[src/rtl/comparator_pkg.sv]
// -----------------------------------------------------------------------------
// comparator_pkg
// Shared constants for the registered magnitude comparator.
//   DEFAULT_WIDTH : default operand width
//   CMP_*         : 3-bit one-hot result encoding, bit order {equal, greator, lesser}
//   cmp_encode()  : folds the cascade's gt/lt pair into the result encoding
// Optional feature macro used elsewhere in this slice: COMPARATOR_SIGNED_EN
// -----------------------------------------------------------------------------
package comparator_pkg;

   localparam int DEFAULT_WIDTH = 4;

   localparam logic [2:0] CMP_EQ   = 3'b100;
   localparam logic [2:0] CMP_GT   = 3'b010;
   localparam logic [2:0] CMP_LT   = 3'b001;
   localparam logic [2:0] CMP_NONE = 3'b000;

   // The cascade never raises gt and lt together, so neither flag means equal.
   function automatic logic [2:0] cmp_encode(input logic gt, input logic lt);
      if (gt)      return CMP_GT;
      else if (lt) return CMP_LT;
      else         return CMP_EQ;
   endfunction

endpackage

[src/rtl/comparator_if.sv]
// -----------------------------------------------------------------------------
// comparator_if
// Bundles the comparator's operand/strobe inputs and flag outputs.
//   in_valid    : A/B (and signed_mode) are sampled on a clk edge when high
//   A, B        : WIDTH-bit operands
//   signed_mode : two's complement compare (only with COMPARATOR_SIGNED_EN)
//   equal/greator/lesser : registered one-hot flags
//   out_valid   : flags belong to the pair accepted on the previous edge
// Handshake: valid-only, no ready. Every in_valid=1 edge is accepted and
// produces out_valid=1 exactly one edge later; there is no backpressure.
// Modports: master drives operands (bench/upstream), slave is the comparator.
// -----------------------------------------------------------------------------
interface comparator_if
   import comparator_pkg::*;
#(
   parameter int WIDTH = DEFAULT_WIDTH
) ();

   logic             in_valid;
   logic [WIDTH-1:0] A;
   logic [WIDTH-1:0] B;
`ifdef COMPARATOR_SIGNED_EN
   logic             signed_mode;
`endif
   logic             equal;
   logic             greator;
   logic             lesser;
   logic             out_valid;

`ifdef COMPARATOR_SIGNED_EN
   modport master (output in_valid, A, B, signed_mode,
                   input  equal, greator, lesser, out_valid);
   modport slave  (input  in_valid, A, B, signed_mode,
                   output equal, greator, lesser, out_valid);
`else
   modport master (output in_valid, A, B,
                   input  equal, greator, lesser, out_valid);
   modport slave  (input  in_valid, A, B,
                   output equal, greator, lesser, out_valid);
`endif

endinterface

[src/rtl/comparator_bit_slice.sv]
// -----------------------------------------------------------------------------
// comparator_bit_slice
// One cell of an MSB-first magnitude compare cascade.
//   a, b         : operand bits at this position
//   gt_in, lt_in : decision from the more significant bits
//   gt_out       : A > B decided at or above this bit
//   lt_out       : A < B decided at or above this bit
// Once a more significant bit has decided, this cell only passes it along.
// -----------------------------------------------------------------------------
module comparator_bit_slice (
   input  logic a,
   input  logic b,
   input  logic gt_in,
   input  logic lt_in,
   output logic gt_out,
   output logic lt_out
);

   assign gt_out = gt_in | (~lt_in &  a & ~b);
   assign lt_out = lt_in | (~gt_in & ~a &  b);

endmodule

[src/rtl/comparator.sv]
// -----------------------------------------------------------------------------
// comparator
// Registered magnitude comparator: one clock from accepted A/B to flags.
//   clk : rising-edge clock
//   rst : synchronous, active-high reset (priority over in_valid)
//   bus : comparator_if.slave -- in_valid, A, B, [signed_mode] in;
//         equal, greator, lesser, out_valid out
// Flags hold when in_valid=0 and are all zero until the first accepted pair.
// Optional macro COMPARATOR_SIGNED_EN adds signed_mode for two's complement
// compares; without it the compare is always unsigned.
// -----------------------------------------------------------------------------
module comparator
   import comparator_pkg::*;
#(
   parameter int WIDTH = DEFAULT_WIDTH
) (
   input  logic         clk,
   input  logic         rst,
   comparator_if.slave  bus
);

   logic [WIDTH-1:0] a_eff;
   logic [WIDTH-1:0] b_eff;
   logic [WIDTH:0]   gt_c;
   logic [WIDTH:0]   lt_c;
   logic [2:0]       cmp_next;
   logic [2:0]       result_q;
   logic             valid_q;

   // Signed compare: swapping the sign bits between the operands makes a
   // negative value lose at the MSB, after which the lower bits compare as
   // ordinary unsigned magnitude.
   always_comb begin
      a_eff = bus.A;
      b_eff = bus.B;
`ifdef COMPARATOR_SIGNED_EN
      if (bus.signed_mode) begin
         a_eff[WIDTH-1] = bus.B[WIDTH-1];
         b_eff[WIDTH-1] = bus.A[WIDTH-1];
      end
`endif
   end

   // Cascade runs from the MSB (index WIDTH-1) down to the LSB.
   assign gt_c[WIDTH] = 1'b0;
   assign lt_c[WIDTH] = 1'b0;

   for (genvar i = WIDTH - 1; i >= 0; i--) begin : g_slice
      comparator_bit_slice u_slice (
         .a      (a_eff[i]),
         .b      (b_eff[i]),
         .gt_in  (gt_c[i+1]),
         .lt_in  (lt_c[i+1]),
         .gt_out (gt_c[i]),
         .lt_out (lt_c[i])
      );
   end

   assign cmp_next = cmp_encode(gt_c[0], lt_c[0]);

   // The result register only loads on accepted pairs, so idle-cycle
   // operands (including X) never reach the flags.
   always_ff @(posedge clk) begin
      if (rst) begin
         result_q <= CMP_NONE;
         valid_q  <= 1'b0;
      end else begin
         valid_q <= bus.in_valid;
         if (bus.in_valid) begin
            result_q <= cmp_next;
         end
      end
   end

   assign bus.equal     = result_q[2];
   assign bus.greator   = result_q[1];
   assign bus.lesser    = result_q[0];
   assign bus.out_valid = valid_q;

endmodule

[src/flat_wrapper.sv]
// flat-port wrapper written by rule: the top's interface ports become plain ports
module comparator_flat import comparator_pkg::*;
#(
   parameter int WIDTH = DEFAULT_WIDTH
)
  (clk, rst, bus_in_valid, bus_A, bus_B, bus_equal, bus_greator, bus_lesser, bus_out_valid);
  comparator_if #(.WIDTH(WIDTH)) bus_i ();
  input  logic clk;
  input  logic rst;
  input wire logic [$bits(bus_i.in_valid)-1:0] bus_in_valid;
  input wire logic [$bits(bus_i.A)-1:0] bus_A;
  input wire logic [$bits(bus_i.B)-1:0] bus_B;
  output wire logic [$bits(bus_i.equal)-1:0] bus_equal;
  output wire logic [$bits(bus_i.greator)-1:0] bus_greator;
  output wire logic [$bits(bus_i.lesser)-1:0] bus_lesser;
  output wire logic [$bits(bus_i.out_valid)-1:0] bus_out_valid;
  assign bus_i.in_valid = bus_in_valid;
  assign bus_i.A = bus_A;
  assign bus_i.B = bus_B;
  assign bus_equal = bus_i.equal;
  assign bus_greator = bus_i.greator;
  assign bus_lesser = bus_i.lesser;
  assign bus_out_valid = bus_i.out_valid;
  comparator #(.WIDTH(WIDTH)) u_core (.clk(clk), .rst(rst), .bus(bus_i));
endmodule
[config.mk]
export PLATFORM = sky130hd
export DESIGN_NAME = comparator_flat
export DESIGN_NICKNAME = d
export VERILOG_FILES = /design/src/rtl/comparator_pkg.sv /design/src/rtl/comparator_if.sv /design/src/rtl/comparator_bit_slice.sv /design/src/rtl/comparator.sv /design/src/flat_wrapper.sv
export SDC_FILE = /design/constraint.sdc
export NUM_CORES = 1
export LEC_CHECK = 0
export ABC_AREA = 1
export CAP_MARGIN = 20
export CORE_AREA = 2 2 39 41
export CTS_BUF_LIST = sky130_fd_sc_hd__clkbuf_8 sky130_fd_sc_hd__clkbuf_16
export DETAILED_ROUTE_END_ITERATION = 10
export DIE_AREA = 0 0 41 43
export HOLD_SLACK_MARGIN = 0.06
export PLACE_DENSITY = 0.58
export SLEW_MARGIN = 20
export SYNTH_ARGS = -nofsm -noshare
export SYNTH_HDL_FRONTEND = slang
export SYNTH_SLANG_ARGS = --single-unit
[constraint.sdc]
create_clock -name clk -period 1 [get_ports clk]
set_clock_uncertainty 0.2 [all_clocks]
set_input_delay 0.2 -clock clk [delete_from_list [all_inputs] [get_ports clk]]
set_output_delay 0.2 -clock clk [all_outputs]
set_load 0.02 [all_outputs]
==> summary.txt <==
Run status
  • Status: finished with violations
  • Failing checks: negative setup slack

Worst setup path
  • Crit-path leading delay family: flip-flops
  • Crit end category: primary output
  • Data required, critical path: approximately 600 ps
  • Slowest CP cell: dfxtp_2
  • Worst r2r src: u_core.result_q[2]
  • Crit path largest cell delay: 310 ps
  • CP Cell Sequence: buf_6
  • Critical path arrival: 650 ps
  • Worst Path Max Fanout: 2
  • CP startpoint: u_core.result_q[2]
  • Startpoint type of the worst setup path: register
  • Critical path type: register to primary output
  • Buf/Inv on CP: 1

Yosys
  • Yosys warnings: 0
  • Cells after synthesis: 43
  • Synth unique cells: 9
  • Mapped cell area: 244 sq um
  • Syn avg cell area: 5.67 sq um
  • Syn_nets: between 50 and 60
  • Post-synthesis register bit count: 4
  • Seq/Total Area, Yosys: 0.328

Flow run
  • Max_cap viols: 0

Power
  • Peak VDD IR: 644 uV
  • Leakage power figure: between 0.2 and 0.3 nW
  • Pwr Total: approximately 0.70 mW
  • Power Density: 1270 nW/um^2

Cells and area
  • NumNets Final: 75
  • Share of layout cells above drive strength 1: 0.645
  • Most frequent cells in the layout: nor2_1, nand2_4, nand2_1
  • Synth-to-layout area growth: 127%
  • Commonest non-fill, non-tap cell in the layout: nor2_1
  • N_diodes: 0
  • Fillers: 155
  • Non-filler cells, final: 78
  • Final instance area: about 550 sq um
  • Final core utilization: 0.400

Hold path
  • Min-delay worst type: input port to register
  • Hold Path Origin: bus_in_valid

STA
  • Final hold violation count: 0
  • Slew @ Worst Pin: 180 ps
  • Max_slew headroom: 0.880
  • F_max: 955 MHz
  • Final setup vio count: 5
  • RSZ-0062 raised after global routing: yes
  • Worst Slack Setup Final: -47.0 ps
  • Final worst path period share: 1.05
  • Tmin final: 1050 ps
  • Final Max Tran Viols: 0
  • Setup TNS: -182 ps
  • WHS: between 200 and 300 ps

Die
  • Die Y: 43 um
  • Die width: 41 um
  • CORE AREA: 1380 sq um
  • # IOs: 15
  • Rows: 14
  • Starting Density: 0.176
  • Die ar.: 1760 sq um

CTS
  • Clock transition at path regs: around 30 ps
  • CTS Sinks: 4
  • Clock tree buffer depth: 2
  • Clk_lat worst skew: 210 ps
  • Hold_buf cts: 0
  • Root buffer cell: clkbuf_8
  • CTS tree: done
  • H-tree depth: 1
  • TritonCTS buffer count: 3

GRT
  • Largest net degree at the start of global routing: 5
  • Vias in the first global route: about 290
  • Gr ovfl total: 0
  • First-pass GRT wire length: 924 um
  • Number of antenna violations at the first check in global routing: 0
  • Gr usage total: 0.0782

Place
  • Gpl congestion: approximately 0.64
  • Detail Placement HPWL: 451 um
  • Pre-CTS setup slack: -710 ps
  • Inst Count DP: 75
  • Dpl cell area: 432 sq um
  • IO buf count: 14

Route
  • WL/cell: 8.26 um
  • DRC: 0
  • Post-DR vias/cell: 4.00
  • Via Count: approximately 310
  • Final WL: 644 um
  • Pre-Repair DR Iteration Count: 2
  • DRT antenna net count: 0
  • Starting DRT DRC Count: 3
-- area by class of cell --
cell class / instances / area (sq um) / share of cell area
tap: 16 / 20.0 / 0.0362
clock buffer: 3 / 41.3 / 0.0747
inverter: 8 / 40.0 / 0.0724
sequential: 4 / 85.1 / 0.154
multi-input combinational: 31 / 216 / 0.391
timing repair buffer: 16 / 150 / 0.271
-- flip-flops by register name, summed over array words and instances (netlist names) --
signal / count
u_core.result_q: 3
u_core.bus.out_valid: 1
-- timing repair --
action,CTS,global route
setup buffers,0,0
setup endpoints to repair,7,7
pin swaps,17,17
resized for setup,67,20
endpoints found under the hold margin,0,0
gates cloned,0,0
-- final timing paths --
| kind | end | slack, ps | cells past startpoint |
|---|---|---|---|
| max | bus_equal | -50 | 1 |
| min | u_core.bus.out_valid | 270 | 4 |
| max reg2reg | u_core.result_q[2] | 170 | 4 |
| min reg2reg | u_core.result_q[0] | 280 | 2 |
-- cells by family (layout without fill, tap and decap cells) --
kind of cell / Yosys count / after routing / share of synthesized area
simple gates: 29 / 29 / 0.508
buf+inv: 8 / 27 / 0.123
flops: 4 / 4 / 0.328
compound gates: 2 / 2 / 0.0410
-- where the power goes --
| part | leakage (nW) | internal, mW | switching (mW) |
|---|---|---|---|
| combinational | 0.217 | 0.0934 | 0.0934 |
| sequential | 0.0344 | 0.174 | 0.00628 |
| clock | 0.0216 | 0.256 | 0.0776 |
| total | 0.273 | 0.523 | 0.177 |
-- per-layer routing --
metal | routed length, um | vias to the layer above | track usage
met5 | 0 | - | 0
met4 | 0 | 0 | 0.0400
met3 | 57 | 0 | 0.0471
met2 | 366 | 9 | 0.131
met1 | 220 | 138 | 0.0673
li1 | - | 165 | -
-- synthesized netlist by cell type, drive strengths merged --
cell | count | area (sq um)
nand3b | 2 | 15.0
a21oi | 2 | 10.0
nand3 | 1 | 5.00
nand2 | 14 | 55.1
nor3b | 1 | 7.51
dfxtp | 4 | 80.1
nor2 | 11 | 41.3
inv | 8 | 30.0
Note: power is estimated with default switching activity, not from simulation.
